[config.mk]
export PLATFORM = sky130hd
export DESIGN_NAME = serial_alu_ctrl
export DESIGN_NICKNAME = d
export VERILOG_FILES = /design/src/rtl/alu_pkg.sv /design/src/rtl/ALU_1bit.sv /design/src/rtl/serial_alu_ctrl.sv
export SDC_FILE = /design/constraint.sdc
export NUM_CORES = 1
export LEC_CHECK = 0
export BUFFER_PORTS_ARGS = -buffer_cell sky130_fd_sc_hd__buf_2
export CAP_MARGIN = 20
export CORE_MARGIN = 2
export CORE_UTILIZATION = 25
export CTS_CLUSTER_DIAMETER = 150
export CTS_CLUSTER_SIZE = 30
export DETAILED_ROUTE_END_ITERATION = 10
export PLACE_DENSITY = 0.43
export SYNTH_ARGS = -nofsm -noshare
export SYNTH_HDL_FRONTEND = slang
export SYNTH_HIERARCHICAL = 1
export SYNTH_SLANG_ARGS = --single-unit
[constraint.sdc]
create_clock -name clk -period 7.62 [get_ports clk]
set_input_delay 1.524 -clock clk [delete_from_list [all_inputs] [get_ports clk]]
set_output_delay 1.524 -clock clk [all_outputs]
set_load 0.03 [all_outputs]
[src/rtl/alu_pkg.sv]
// Shared encodings for the bit-serial ALU controller and its 1-bit slice.
package alu_pkg;

   // ALU operation select, as seen on the op port
   typedef enum logic [1:0] {
      OP_AND = 2'b00,
      OP_OR  = 2'b01,
      OP_ADD = 2'b10,
      OP_SLT = 2'b11
   } alu_op_e;

   // Controller sequencing states
   typedef enum logic [1:0] {
      ST_IDLE = 2'b00,
      ST_RUN  = 2'b01,
      ST_DONE = 2'b10
   } ctrl_state_e;

endpackage

[src/rtl/ALU_1bit.sv]
// One-bit ALU slice: AND / OR / full-adder sum / less pass-through,
// with per-operand inversion. set exposes the raw sum for SLT.
module ALU_1bit
   import alu_pkg::*;
(
   input  logic    a,
   input  logic    b,
   input  logic    Ainvert,
   input  logic    Binvert,
   input  logic    c_in,
   input  logic    less,
   input  alu_op_e op,
   output logic    result,
   output logic    c_out,
   output logic    set
);

   logic a_eff;
   logic b_eff;
   logic sum;

   // Operand conditioning, full adder and result select
   always_comb begin
      a_eff = a ^ Ainvert;
      b_eff = b ^ Binvert;
      sum   = a_eff ^ b_eff ^ c_in;
      c_out = (a_eff & b_eff) | (a_eff & c_in) | (b_eff & c_in);
      set   = sum;
      unique case (op)
         OP_AND:  result = a_eff & b_eff;
         OP_OR:   result = a_eff | b_eff;
         OP_ADD:  result = sum;
         OP_SLT:  result = less;
         default: result = 1'b0;
      endcase
   end

endmodule

[src/rtl/serial_alu_ctrl.sv]
// Bit-serial ALU controller: latches an operation on start, walks the
// operands LSB first through a single ALU_1bit slice, then publishes a
// registered result with overflow and zero flags and a one-cycle done.
module serial_alu_ctrl
   import alu_pkg::*;
#(
   parameter int unsigned WIDTH = 8
) (
   input  logic             clk,
   input  logic             rst,
   input  logic             start,
   input  logic [WIDTH-1:0] a,
   input  logic [WIDTH-1:0] b,
   input  logic             Ainvert,
   input  logic             Binvert,
   input  logic [1:0]       op,
   output logic             busy,
   output logic             done,
   output logic [WIDTH-1:0] result,
   output logic             overflow,
   output logic             zero
);

   localparam int unsigned IW = $clog2(WIDTH);
   localparam int unsigned CW = IW + 1;

   ctrl_state_e      state_q, state_d;
   logic [WIDTH-1:0] a_q, a_d;
   logic [WIDTH-1:0] b_q, b_d;
   alu_op_e          op_q, op_d;
   logic             ainv_q, ainv_d;
   logic             binv_q, binv_d;
   logic [CW-1:0]    cnt_q, cnt_d;
   logic             carry_q, carry_d;
   logic [WIDTH-1:0] shreg_q, shreg_d;
   logic             ovf_pend_q, ovf_pend_d;
   logic             set_q, set_d;
   logic [WIDTH-1:0] result_q, result_d;
   logic             overflow_q, overflow_d;
   logic             zero_q, zero_d;
   logic             done_q, done_d;

   logic             last_bit;
   logic             slice_a;
   logic             slice_b;
   logic             slice_res;
   logic             slice_cout;
   logic             slice_set;

   assign last_bit = (state_q == ST_RUN) && (cnt_q == CW'(WIDTH - 1));
   assign slice_a  = a_q[cnt_q[IW-1:0]];
   assign slice_b  = b_q[cnt_q[IW-1:0]];

   ALU_1bit u_slice (
      .a       (slice_a),
      .b       (slice_b),
      .Ainvert (ainv_q),
      .Binvert (binv_q),
      .c_in    (carry_q),
      .less    (1'b0),
      .op      (op_q),
      .result  (slice_res),
      .c_out   (slice_cout),
      .set     (slice_set)
   );

   // State register
   always_ff @(posedge clk) begin
      if (rst) state_q <= ST_IDLE;
      else     state_q <= state_d;
   end

   // Next-state logic
   always_comb begin
      state_d = state_q;
      unique case (state_q)
         ST_IDLE: if (start) state_d = ST_RUN;
         ST_RUN:  if (last_bit) state_d = ST_DONE;
         ST_DONE: state_d = ST_IDLE;
         default: state_d = ST_IDLE;
      endcase
   end

   // State-decoded outputs
   always_comb begin
      busy = (state_q == ST_RUN);
   end

   // Operand latch, serial datapath and completion bookkeeping
   always_comb begin
      a_d        = a_q;
      b_d        = b_q;
      op_d       = op_q;
      ainv_d     = ainv_q;
      binv_d     = binv_q;
      cnt_d      = cnt_q;
      carry_d    = carry_q;
      shreg_d    = shreg_q;
      ovf_pend_d = ovf_pend_q;
      set_d      = set_q;
      result_d   = result_q;
      overflow_d = overflow_q;
      zero_d     = zero_q;
      done_d     = 1'b0;
      unique case (state_q)
         ST_IDLE: begin
            if (start) begin
               a_d     = a;
               b_d     = b;
               op_d    = alu_op_e'(op);
               ainv_d  = Ainvert;
               binv_d  = Binvert;
               cnt_d   = '0;
               carry_d = Binvert;
            end
         end
         ST_RUN: begin
            shreg_d = {slice_res, shreg_q[WIDTH-1:1]};
            carry_d = slice_cout;
            cnt_d   = cnt_q + CW'(1);
            // MSB-slice flags are captured as the last bit goes through
            if (last_bit) begin
               ovf_pend_d = slice_cout ^ carry_q;
               set_d      = slice_set;
            end
         end
         ST_DONE: begin
            if (op_q == OP_SLT) result_d = {{(WIDTH-1){1'b0}}, set_q};
            else                result_d = shreg_q;
            overflow_d = ovf_pend_q;
            zero_d     = (result_d == '0);
            done_d     = 1'b1;
         end
         default: ;
      endcase
   end

   // Datapath registers
   always_ff @(posedge clk) begin
      if (rst) begin
         a_q        <= '0;
         b_q        <= '0;
         op_q       <= OP_AND;
         ainv_q     <= 1'b0;
         binv_q     <= 1'b0;
         cnt_q      <= '0;
         carry_q    <= 1'b0;
         shreg_q    <= '0;
         ovf_pend_q <= 1'b0;
         set_q      <= 1'b0;
         result_q   <= '0;
         overflow_q <= 1'b0;
         zero_q     <= 1'b1;
         done_q     <= 1'b0;
      end else begin
         a_q        <= a_d;
         b_q        <= b_d;
         op_q       <= op_d;
         ainv_q     <= ainv_d;
         binv_q     <= binv_d;
         cnt_q      <= cnt_d;
         carry_q    <= carry_d;
         shreg_q    <= shreg_d;
         ovf_pend_q <= ovf_pend_d;
         set_q      <= set_d;
         result_q   <= result_d;
         overflow_q <= overflow_d;
         zero_q     <= zero_d;
         done_q     <= done_d;
      end
   end

   assign done     = done_q;
   assign result   = result_q;
   assign overflow = overflow_q;
   assign zero     = zero_q;

endmodule

**Yosys cells after proc, flatten, opt, wreduce, memory -nomap -nowiden**

Index checks and enable logic that the tools add are counted.

- Bitwise logic cells: 11
- Multiplexer cells: 15
- Equal/unequal tests: 8
- Order comparisons: 1
- Reduce and logical (&&, ||, !) cells: 9
- Add/sub/neg operators: 1

Operators by type and width:

| cell | number |
|---|---|
| 8-bit two-way mux | 2 |
| 8-bit zero test | 1 |
| 4-bit one-hot mux with 2 select lines | 1 |
| 2-bit AND reduction | 4 |
| 1-bit binary-select mux with 3-bit select | 2 |
| 2-bit == test (second input constant) | 3 |
| 1-bit bitwise XOR | 5 |
| 4-bit by 1-bit adder with 4-bit output (second input constant) | 1 |
| 2-bit by 1-bit == test with 1-bit output (second input constant) | 2 |
| 4-bit by 3-bit == test with 1-bit output (second input constant) | 1 |
| 2-bit zero test | 2 |
| 3-bit by 4-bit < comparator with 1-bit output (second input constant) | 1 |
| 1-bit two-way mux | 4 |
| 2-bit two-way mux | 2 |
| 4-bit two-way mux | 1 |
| 1-bit one-hot mux with 4 select lines | 1 |
| 2-bit one-hot mux with 2 select lines | 1 |
| 1-bit AND | 3 |
| 1-bit OR | 3 |
| 2-bit by 1-bit inequality test with 1-bit output (second input constant) | 1 |
| 2-bit inequality test (second input constant) | 1 |
| 1-bit one-hot mux with 2 select lines | 1 |
| 2-bit nonzero test | 1 |
| 1-bit logical AND | 1 |

- Logic and storage cells: 60
- Register bits after elaboration: 48
- Output and inout bits: 12

**Longest topological paths before layout**

Gate-level depths: netlist (run 1).

- Word-level depth: 7
- Depth in mapped cells: 10
- Mapped depth without buffers: 9

**Cells and area by module**

Netlist (run 1), hierarchy kept.

By module, submodules not included:

| module | sequential area each (µm²) | cells each | area each (µm²) | instances |
|---|---|---|---|---|
| serial_alu_ctrl | 960.9 | 229 | 1933.1 | 1 |
| ALU_1bit | 0.0 | 12 | 107.6 | 1 |

**Worst setup path before layout (run 1)**

OpenSTA, ideal clock, no wires.

- Path type: reg-to-reg
- Start point: register cnt_q[1]
- End point: register shreg_q[7]
- Arrival: 2.537 ns
- Setup time: 0.132 ns
- Clock period less this slack: 2.669 ns
- Cell stages (with the launch flop): 11
- Slack: 4.951 ns
- Path through: dfxtp_1 -> buf_6 -> mux4_1 -> mux2_2 -> xor2_1 -> inv_1 -> fa_1 -> inv_1 -> mux4_2 -> nand2_1 -> a21oi_1

- Word-level cells in the longest chain between the ends: 6

Ends and longest elaborated chain:

| item | line | source |
|---|---|---|
| start: declaration | serial_alu_ctrl.sv:33 | `logic [CW-1:0] cnt_q, cnt_d;` |
| start signal: assignment | serial_alu_ctrl.sv:161 | `cnt_q <= cnt_d;` |
| 1-bit binary-select mux with 3-bit select | serial_alu_ctrl.sv:52 | `assign slice_b = b_q[cnt_q[IW-1:0]];` |
| 1-bit two-way mux (not written as such) | serial_alu_ctrl.sv:52 |  |
| via slice_b | serial_alu_ctrl.sv:45 | `logic slice_b;` |
| 1-bit bitwise XOR | ALU_1bit.sv:25 | `b_eff = b ^ Binvert;` |
| 1-bit bitwise XOR (2 in series) | ALU_1bit.sv:26 | `sum = a_eff ^ b_eff ^ c_in;` |
| via slice_set | serial_alu_ctrl.sv:48 | `logic slice_set;` |
| 1-bit one-hot mux with 4 select lines | ALU_1bit.sv:29 | `unique case (op)` |
| via slice_res | serial_alu_ctrl.sv:46 | `logic slice_res;` |
| end signal: assignment | serial_alu_ctrl.sv:163 | `shreg_q <= shreg_d;` |
| end: declaration | serial_alu_ctrl.sv:35 | `logic [WIDTH-1:0] shreg_q, shreg_d;` |

The timed path passes the listed nets, and every way through them passes these cells. The select of a mux whose other input is x is not followed.
A chain may end at the register's enable or synchronous reset.

**Final worst setup path (run 1)**

- Start point: register state_q[1]
- End point: output busy

- Word-level cells in the longest chain between the ends: 1

Ends and longest elaborated chain:

| item | line | source |
|---|---|---|
| start: declaration | serial_alu_ctrl.sv:27 | `ctrl_state_e state_q, state_d;` |
| start signal: assignment | serial_alu_ctrl.sv:70 | `else state_q <= state_d;` |
| 2-bit by 1-bit == test with 1-bit output | serial_alu_ctrl.sv:86 | `busy = (state_q == ST_RUN);` |
| end: declaration | serial_alu_ctrl.sv:17 | `output logic busy,` |

No other way between the ends.

==> metrics.md, run 1 <==
| Metric | Value |
|---|---|
| Outcome | finished clean |
| RD Place Congestion | 0.739 |
| Setup repair bufs after CTS | 0 |
| Total power of the final layout | ~470 uW |
| Type of element capturing the critical path | output port |
| Die span in x | around 94 um |
| P per Cell Area | roughly 200 nW/um^2 |
| Via count | roughly 1700 |
| Min-Delay Startpoint | result[6] |
| Die span in y | approximately 94 um |
| Top cells by area, synth | dfxtp_1, nand2_1, a21oi_1, mux4_1, nand3_1 |
| Net count after synthesis | 268 |
| DRC errors left | 0 |
| Sum of negative setup slack | 0 ns |
| Crit Path Max Fanout | 16 |
| H-tree lvl count | 2 |
| Path type of the worst setup path | reg2out |
| Detailed-routing iteration count for the pre-antenna-repair pass | 6 |
| Clk root buf | clkbuf_8 |
| Maxcap violations | 0 |
| PostCTS Resize Cnt | 0 |
| Cell type with the largest total area after synthesis | dfxtp_1 |
| Sum of routed wire length over all layers | 4650 um |
| Clock tree from TritonCTS | built |
| Ordered cell list for the critical path | nand2b_1 > inv_1 > buf_2 |
| Worst slew margin relative to its limit | 0.373 |
| Largest delay contributor family on the critical path | buffers and inverters |
| Count of filler cells inserted in the layout | 889 |
| Stage delay of the slowest cell on the critical path | ~0.50 ns |
| Grt total ovfl | 0 |
| Number of standard cells after synthesis | between 200 and 250 |
| Pin count of the biggest net entering global routing | 50 |
| Setup repair after global routing missed its margin | false |
| Ports | 35 |
| Worst flop-to-flop path startpoint | cnt_q[1] |
| 1st-iter DRT viols | 47 |
| Depth of the most critical reg-to-reg path | 9 |
| WP data arrival | between 1.5 and 2 ns |
| Final cycle utilization of the critical path | 0.451 |
| Die Outline Area | between 8000 and 9000 sq um |
| Via-per-instance ratio | between 4 and 5 |
| Total number of nets in the final design | 295 |
| Core Box Area | around 8000 sq um |
| Worst skew pair latency | roughly 0.30 ns |
| Sink Count | 48 |
| Peak Freq | between 200 and 300 MHz |
| Hold worst-path end | result[6] |
| Final setup violation count | 0 |
| First-pass GRT wire length | 7950 um |
| End of the worst register-to-register path | shreg_q[7] |
| Initial core utilization | 0.261 |
| Flop2flop setup slack | about 4.7 ns |
| Share of synthesized area occupied by flip-flops and latches | 0.471 |
| Area growth, synth to finish | 15.9% |
| Global-route usage over all layers | 0.115 |
| Type of the tightest min-delay check | reg2reg |
| Avg Inst Size Synth | about 8.5 sq um |
| IO buf count | 34 |
| CP bufs+invs | 2 |
| Actual transition at the worst max-transition pin | around 0.94 ns |
| Max stage delay cell, worst path | nand2b_1 |
| Synth warnings | 6 |
| Leak | around 0.9 nW |
| Final-report hold violation count | 0 |
| Share of layout cells above drive strength 1 | 0.178 |
| Largest clock skew in the final design | ~0.009 ns |
| Prevailing post-synth register cell | dfxtp_1 |
| CTS clock-pin slew for the worst setup and hold paths | roughly 0.09 ns |
| Antenna cell count | 0 |
| Initial antenna violation count | 0 |
| Worst-case hold slack | ~0.45 ns |
| Num CTS Buffers | 5 |
| Critical path data required time | ~6.1 ns |
| Post-detail-place hpwl | roughly 3100 um |
| Time the final worst path needs with I/O delays and setup | 3.44 ns |
| Count of pins over their slew limit | 0 |
| Remaining number of nets flagged by the antenna check after routing | 0 |
| Clock Tree Buf Depth | 2 |
| Number of hold buffers added after CTS | 0 |
| Startpoint type of the worst setup path | flip-flop |
| Worst vdd ir | 0.0748 mV |
| Flip-flop and latch count after synthesis | 48 |
| Std cell rows | 32 |
| Mapped cell area | 2040 sq um |
| Yosys top cell area share | 0.471 |
| Number of distinct library cells after synthesis | 33 |
| Async SR Flop Fraction | 0 |
| Via count of the first global-routing pass | 1599 |
| Post-detailed-route wirelength per cell | 12.5 um |
| Number of synthesized flops with an enable pin | 0 |
| Number of cells on the worst hold path | 2 |
-- worst max-delay path by stage --
stage,startpoint,to,slack (ns),depth (start not counted)
final,state_q[1],busy,4.18,3
after global routing,state_q[1],busy,3.92,3
after CTS,state_q[1],busy,4.18,3
after detailed placement,state_q[1],busy,4.53,3
after global placement,state_q[1],busy,4.57,3
after floorplan,cnt_q[1],shreg_q[7],4.95,10
-- per-layer routing --
layer  up-vias  GRT usage  wire, um
met5         -          0         0
met4         0     0.0326        46
met3         4     0.0303       194
met2        34      0.184      2100
met1       779      0.153      2310
li1        865          -         -
-- cells in the mapped netlist, types with 2 or more instances --
library cell	instances
a21oi_1	44
buf_2	8
clkbuf_1	6
dfxtp_1	48
ha_1	3
inv_1	9
mux2_2	3
mux4_1	4
nand2_1	69
nand2b_1	2
nand3_1	9
nand4_1	2
nor2_1	7
nor2b_1	2
nor3b_1	2
nor4_1	2
o21ai_0	3
or3_1	2
xnor2_1	2
-- report_power, final --
part	total (mW)	switching [mW]	internal, mW
clock network	0.160	0.0857	0.0739
registers	0.266	0.00711	0.259
logic	0.0486	0.0287	0.0199
-- metrics by stage --
stage / cell area [sq um] / util / setup WS [ns] / instances
global placement: 2270 / 0.291 / 4.57 / 363
floorplan: 2040 / - / 4.95 / 241
finish: 2370 / 0.303 / 4.18 / 371
detailed placement: 2270 / 0.291 / 4.53 / 363
CTS: 2370 / 0.303 / 4.18 / 371
global route: 2370 / 0.303 / 3.92 / 371
-- tightest hold or removal path: cells and delay by family, from the launching register on --
family | cells | cell delay, ns
flip-flops | 1 | 0.32
AO/OA/AOI/OAI | 1 | 0.05
AND/OR/NAND/NOR | 1 | 0.05
-- cell type report --
type	instances	area, sq um	share of cell area
Tap cell	102	128	0.0539
Timing Repair Buffer	35	178	0.0751
Inverter	9	33.8	0.0143
Clock buffer	7	86.3	0.0365
Clock inverter	1	7.51	0.00317
Sequential cell	48	961	0.406
Multi-Input combinational cell	169	972	0.411
-- layout by cell type, fill, tap and decap left out, types with 2 or more instances in the layout --
cell,Yosys,final
mux4_1,4,4
nand2_1,69,69
clkbuf_8,0,6
ha_1,3,3
o21ai_0,3,3
nand2b_1,2,2
nor3b_1,2,2
nor2b_1,2,2
nand3_1,9,9
nand4_1,2,2
buf_2,8,34
mux2_2,3,3
xnor2_1,2,2
nor2_1,7,7
inv_1,9,9
or3_1,2,2
a21oi_1,44,44
dfxtp_1,48,48
nor4_1,2,2
-- logic make-up (layout without fill, tap and decap cells) --
| family | after synthesis | count (layout) | share of synthesized area |
|---|---|---|---|
| other | 1 | 1 | 0.00184 |
| AND/OR/NAND/NOR | 101 | 101 | 0.216 |
| adder cells (fa/ha/maj) | 4 | 4 | 0.0282 |
| buffers and inverters | 24 | 52 | 0.0527 |
| multiplexers | 9 | 9 | 0.0840 |
| flip-flops | 48 | 48 | 0.471 |
| XOR/XNOR | 3 | 3 | 0.0129 |
| AO/OA/AOI/OAI | 51 | 51 | 0.133 |
-- registers in the layout (all words and copies together) (netlist names), 2 cells and up --
signal / flops
a_q: 8
b_q: 8
result: 8
shreg_q: 8
cnt_q: 4
op_q: 2
state_q: 2
Power figures use the tool's default switching activity.
==> inputs of run 2 (changes only) <==
Clock period 7.62 ns to 3.4 ns, I/O delays scaled along.
==> metrics.md, run 2 (synthesis results as in run 1) <==
| Metric | Value |
|---|---|
| Most frequent standard cell in the layout excluding fill and tap cells | nand2_1 (unchanged) |
| WP data arrival | 3.04 ns (was 1.91 ns) |
| Share of layout cells above drive strength 1 | 0.185 (was 0.178) |
| Clock Tree Buf Depth | 2 (unchanged) |
| Maxcap violations | 0 (unchanged) |
| Peak Freq | ~350 MHz |
| Final-report hold violation count | 0 (unchanged) |
| Post-detail-place hpwl | 3140 um (was 3120 um) |
| Met3 track demand over resource in global routing | 0.0295 (was 0.0303) |
| Sum of negative setup slack | 0 ns (unchanged) |
| Time the final worst path needs with I/O delays and setup | around 2.9 ns |
| 1st-iter DRT viols | 49 (was 47) |
| Combinational cell fraction of total power | 0.099 (was 0.102) |
| Pin count of the biggest net entering global routing | 26 (was 50) |
| Die span in y | 94.4 um (unchanged) |
| Ports | 35 (unchanged) |
| Number of standard cells in the final layout excluding fillers | 373 (was 371) |
| Clock tree from TritonCTS | built (unchanged) |
| Worst slew margin relative to its limit | 0.474 (was 0.373) |
| Via-per-instance ratio | 4.39 (was 4.53) |
| Via count | 1638 (was 1682) |
| Outcome | finished clean (unchanged) |
| Crit Path Max Fanout | 7 (was 16) |
| First-pass GRT wire length | 7910 um (was 7950 um) |
| Path type of the worst setup path | reg2reg (was reg2out) |
| Clk root buf | clkbuf_8 (unchanged) |
| Count of pins over their slew limit | 0 (unchanged) |
| CTS clock-pin slew for the worst setup and hold paths | 0.09 ns (about the same) |
| Critical path data required time | 3.58 ns (was 6.10 ns) |
| Final setup violation count | 0 (unchanged) |
| Num CTS Buffers | 5 (unchanged) |
| Setup repair bufs after CTS | 0 (unchanged) |
| Placed standard-cell area | 2290 sq um (was 2270 sq um) |
| Type of element capturing the critical path | flip-flop (was output port) |
| Met1 track demand over resource | 0.158 (was 0.153) |
| Sink Count | 48 (unchanged) |
| Global-route usage over all layers | 0.114 (was 0.115) |
| Internal cell power | 846 uW (was 353 uW) |
| Worst skew pair latency | 0.30 ns (about the same) |
| Psw | 273 uW (was 122 uW) |
| Layer with the highest usage after global routing | met2 (unchanged) |
| Initial antenna violation count | 0 (unchanged) |
| Largest clock skew in the final design | 0.00668 ns (was 0.00875 ns) |
| Startpoint type of the worst setup path | flip-flop (unchanged) |
| Type of the tightest min-delay check | reg2reg (unchanged) |
| Die Outline Area | 8900 sq um (unchanged) |
| Area growth, synth to finish | 17.4% (was 15.9%) |
| Switching share of total power | 0.244 (was 0.256) |
| Leak | 0.945 nW (was 0.924 nW) |
| Core Box Area | 7810 sq um (unchanged) |
| Clock power share | 0.368 (was 0.337) |
| Remaining number of nets flagged by the antenna check after routing | 0 (unchanged) |
| Worst vdd ir | 0.166 mV (was 0.0748 mV) |
| H-tree lvl count | 2 (unchanged) |
| Setup repair after global routing missed its margin | false (unchanged) |
| IO buf count | 34 (unchanged) |
| Std cell rows | 32 (unchanged) |
| Grt total ovfl | 0 (unchanged) |
| Total number of nets in the final design | 297 (was 295) |
| Share of total power in sequential cells | 0.533 (was 0.561) |
| DRC errors left | 0 (unchanged) |
| Final cycle utilization of the critical path | 0.839 |
| Actual transition at the worst max-transition pin | 0.787 ns (was 0.941 ns) |
| RD Place Congestion | 0.721 (was 0.739) |
| Leading cell types in the layout, fill and taps excluded | nand2_1, dfxtp_1, a21oi_1 (unchanged) |
| PostCTS Resize Cnt | 0 (unchanged) |
| Placed cell count | 365 (was 363) |
| Detailed-routing iteration count for the pre-antenna-repair pass | 4 (was 6) |
| Initial core utilization | 0.261 (unchanged) |
| Post-detailed-route wirelength per cell | 12.3 um (was 12.5 um) |
| Die span in x | 94.4 um (unchanged) |
| Met2 usage in global routing | 0.173 (was 0.184) |
| Non-Filler Cell Area, Final | 2390 sq um (was 2370 sq um) |
| P per Cell Area | 467 nW/um^2 (was 201 nW/um^2) |
| Sum of routed wire length over all layers | 4580 um (was 4650 um) |
| Antenna cell count | 0 (unchanged) |
| Number of hold buffers added after CTS | 0 (unchanged) |
| Via count of the first global-routing pass | 1598 (was 1599) |
## run 2: stage by stage
| stage | total power, mW | hold WS, ns | util | setup slack, ns |
|---|---|---|---|---|
| after floorplan | 0.686 | 0.428 | - | 0.731 |
| after global placement | 0.722 | 0.438 | 0.293 | 0.624 |
| after CTS | 1.13 | 0.455 | 0.307 | 0.540 |
| final | 1.12 | 0.451 | 0.307 | 0.549 |
| after detailed placement | 0.722 | 0.442 | 0.293 | 0.551 |
| after global routing | 1.18 | 0.469 | 0.307 | 0.393 |
## run 2: layout make-up
class,count,area [sq um]
well taps,102,128
multi-input cells,169,972
repair buffers,37,193
clock inverters,2,35.0
fillers,883,5410
inverters,9,33.8
clock buffers,6,72.6
flip-flops and latches,48,961
## run 2: routing by layer
metal / wire length [um] / vias to the layer above
li1: - / 872
met1: 2350 / 724
met2: 1970 / 35
met3: 199 / 7
met4: 65 / 0
met5: 0 / -
## run 2: power by group through the flow
stage	Sequential [mW]	Clock, mW	Combinational (mW)
after detailed placement	0.610	0	0.112
final	0.596	0.412	0.111
after global routing	0.600	0.456	0.128
after CTS	0.597	0.426	0.112
after floorplan	0.604	0	0.0823
after global placement	0.610	0	0.112
## run 2: worst max-delay path: stages, from the launching register on
cell	delay, ns
dfxtp_1	0.51
mux4_1	0.59
mux2_2	0.28
xor2_1	0.17
inv_1	0.10
fa_1	0.49
inv_1	0.05
mux4_2	0.43
nand2_1	0.07
a21oi_1	0.05
## run 2: worst paths after layout
check	from	end	slack [ns]	depth (start not counted)
max	cnt_q[1]	shreg_q[7]	0.55	9
min	result[3]	result[3]	0.45	2
min reg2reg	result[3]	result[3]	0.45	2
max reg2reg	cnt_q[1]	shreg_q[7]	0.55	9
==> inputs of run 3 (changes only) <==
Settings changed: PLACE_DENSITY 0.43 to 0.44.
Clock period 3.4 ns to 2.4 ns, I/O delays scaled along.
==> metrics.md, run 3 (synthesis results as in run 1) <==
| Metric | Value |
|---|---|
| Num CTS Buffers | 5 (unchanged) |
| Sum of routed wire length over all layers | 4660 um (was 4580 um) |
| Total number of nets in the final design | 309 (was 297) |
| Pin count of the biggest net entering global routing | 22 (was 26) |
| Clk root buf | clkbuf_8 (unchanged) |
| Maxcap violations | 0 (unchanged) |
| Count of filler cells inserted in the layout | 853 (was 883) |
| Critical path data required time | 2.58 ns (was 3.58 ns) |
| Worst-case hold slack | 0.412 ns (was 0.451 ns) |
| Crit Path Max Fanout | 5 (was 7) |
| Leading cell types in the layout, fill and taps excluded | nand2_1, dfxtp_1, a21oi_1 (unchanged) |
| Type of element capturing the critical path | flip-flop (unchanged) |
| Worst skew pair latency | 0.30 ns (about the same) |
| Actual transition at the worst max-transition pin | 0.697 ns (was 0.787 ns) |
| IO buf count | 34 (unchanged) |
| Global-route usage over all layers | 0.114 (about the same) |
| Via count of the first global-routing pass | 1676 (was 1598) |
| Total power of the final layout | 1.62 mW (was 1.12 mW) |
| Clock tree from TritonCTS | built (unchanged) |
| Via count | 1682 (was 1638) |
| Area growth, synth to finish | 24.1% (was 17.4%) |
| Metal-1 WL | 2380 um (was 2350 um) |
| Die span in y | 94.4 um (unchanged) |
| Violated checks | negative setup slack |
| RD Place Congestion | 0.703 (was 0.721) |
| 1st-iter DRT viols | 45 (was 49) |
| Sink Count | 48 (unchanged) |
| Type of the tightest min-delay check | in2reg (was reg2reg) |
| Max stage delay cell, worst path | mux4_1 (unchanged) |
| Initial core utilization | 0.261 (unchanged) |
| WP data arrival | 2.80 ns (was 3.04 ns) |
| Worst slew margin relative to its limit | 0.535 (was 0.474) |
| Total area of multi-input combinational cells | 1020 sq um (was 972 sq um) |
| Met2 routed WL | 2030 um (was 1970 um) |
| Footprint of the flip-flops and latches | 965 sq um (was 961 sq um) |
| Final setup violation count | 2 (was 0) |
| Remaining number of nets flagged by the antenna check after routing | 0 (unchanged) |
| Core Box Area | 7810 sq um (unchanged) |
| Final-report hold violation count | 0 (unchanged) |
| Die Outline Area | 8900 sq um (unchanged) |
| Post-detail-place hpwl | 3240 um (was 3140 um) |
| Detailed-routing iteration count for the pre-antenna-repair pass | 4 (unchanged) |
| First-pass GRT wire length | 7870 um (was 7910 um) |
| Clock Tree Buf Depth | 2 (unchanged) |
| Std cell rows | 32 (unchanged) |
| Final cycle utilization of the critical path | 1.09 (was 0.839) |
| Worst-case setup margin in the final layout | -0.223 ns (was 0.549 ns) |
| Outcome | finished, violations left (was finished clean) |
| DRC errors left | 0 (unchanged) |
| CTS clock-pin slew for the worst setup and hold paths | 0.08 ns (was 0.09 ns) |
| Setup repair after global routing missed its margin | true (was false) |
| Largest clock skew in the final design | 0.00587 ns (was 0.00668 ns) |
| Ports | 35 (unchanged) |
| Initial antenna violation count | 0 (unchanged) |
| Stage delay of the slowest cell on the critical path | 0.54 ns (was 0.59 ns) |
| Count of pins over their slew limit | 0 (unchanged) |
| P per Cell Area | 639 nW/um^2 (was 467 nW/um^2) |
| Placed cell count | 373 (was 365) |
| Time the final worst path needs with I/O delays and setup | 2.62 ns (was 2.85 ns) |
| Peak Freq | 381 MHz (was 351 MHz) |
| Grt total ovfl | 0 (unchanged) |
| Die span in x | 94.4 um (unchanged) |
| Number of hold buffers added after CTS | 0 (unchanged) |
| Leak | 0.994 nW (was 0.945 nW) |
| Post-detailed-route wirelength per cell | 12.1 um (was 12.3 um) |
| Number of standard cells in the final layout excluding fillers | 385 (was 373) |
| Top Metal Used | met4 (unchanged) |
| Most frequent standard cell in the layout excluding fill and tap cells | nand2_1 (unchanged) |
| H-tree lvl count | 2 (unchanged) |
| Ordered cell list for the critical path | mux4_1 > mux2_4 > xnor2_4 > fa_1 > inv_1 > mux4_2 > nand2_1 > a21oi_1 (was mux4_1 > mux2_2 > xor2_1 > inv_1 > fa_1 > inv_1 > mux4_2 > nand2_1 > a21oi_1) |
| Antenna cell count | 0 (unchanged) |
| Path type of the worst setup path | reg2reg (unchanged) |
| Via-per-instance ratio | 4.37 (was 4.39) |
| Worst vdd ir | 0.176 mV (was 0.166 mV) |
| Met3 routed WL | 167 um (was 199 um) |
| Startpoint type of the worst setup path | flip-flop (unchanged) |
| Share of layout cells above drive strength 1 | 0.261 (was 0.185) |
-- run 3: cell count changes in the layout (fill, tap and decap cells not counted), moves of 2 or more --
| cell | change |
|---|---|
| mux4_2 | +3 |
| mux4_1 | -3 |
| mux2_4 | +2 |
| buf_4 | +12 |
| mux2_2 | -2 |
| inv_1 | -3 |
| inv_2 | +3 |
-- run 3: layout make-up --
cell class,count,share of cell area
inverter,9,0.0133
multi-input combinational,169,0.401
clock inverter,2,0.0138
tap,102,0.0504
timing repair buffer,49,0.112
clock buffer,6,0.0287
sequential,48,0.381
-- run 3: where the power goes --
part / internal (mW) / switching (mW)
clock: 0.309 / 0.257
sequential: 0.822 / 0.0234
combinational: 0.102 / 0.105
-- run 3: worst max-delay path, delay by kind of cell, from the launching register on --
| family | cells | cell delay (ns) |
|---|---|---|
| xor+xnor | 1 | 0.14 |
| buf+inv | 1 | 0.05 |
| compound gates | 1 | 0.06 |
| simple gates | 1 | 0.07 |
| flops | 1 | 0.39 |
| mux | 3 | 1.28 |
| fa+ha+maj | 1 | 0.51 |
-- run 3: final timing paths --
| path | from | endpoint | slack, ns | cells after the start |
|---|---|---|---|---|
| hold reg to reg | result[7] | result[7] | 0.45 | 2 |
| setup / recovery | cnt_q[1] | shreg_q[7] | -0.22 | 8 |
| hold / removal | b[7] | b_q[7] | 0.41 | 3 |
| setup reg to reg | cnt_q[1] | shreg_q[7] | -0.22 | 8 |
-- run 3: metrics by stage --
step	TNS (ns)	cell area [sq um]	setup WS, ns	utilization
2_1_floorplan	-0.346	2050	-0.228	-
3_3_place_gp	-0.410	2360	-0.245	0.302
3_5_place_dp	-0.563	2360	-0.294	0.302
4_1_cts	-0.555	2510	-0.271	0.321
5_1_grt	-0.706	2530	-0.311	0.324
6_report	-0.387	2530	-0.223	0.324
-- run 3: layer usage --
layer	vias up	GRT usage
met5	-	0
met1	764	0.150
li1	890	-
met3	5	0.0271
met2	23	0.179
met4	0	0.0471
-- run 3: timing repair --
action / in CTS / in global routing
gates cloned: 0 / 0
pin swaps: 3 / 2
gates resized for setup: 4 / 7
buffers inserted: 4 / 0
setup endpoints to repair: 3 / 3
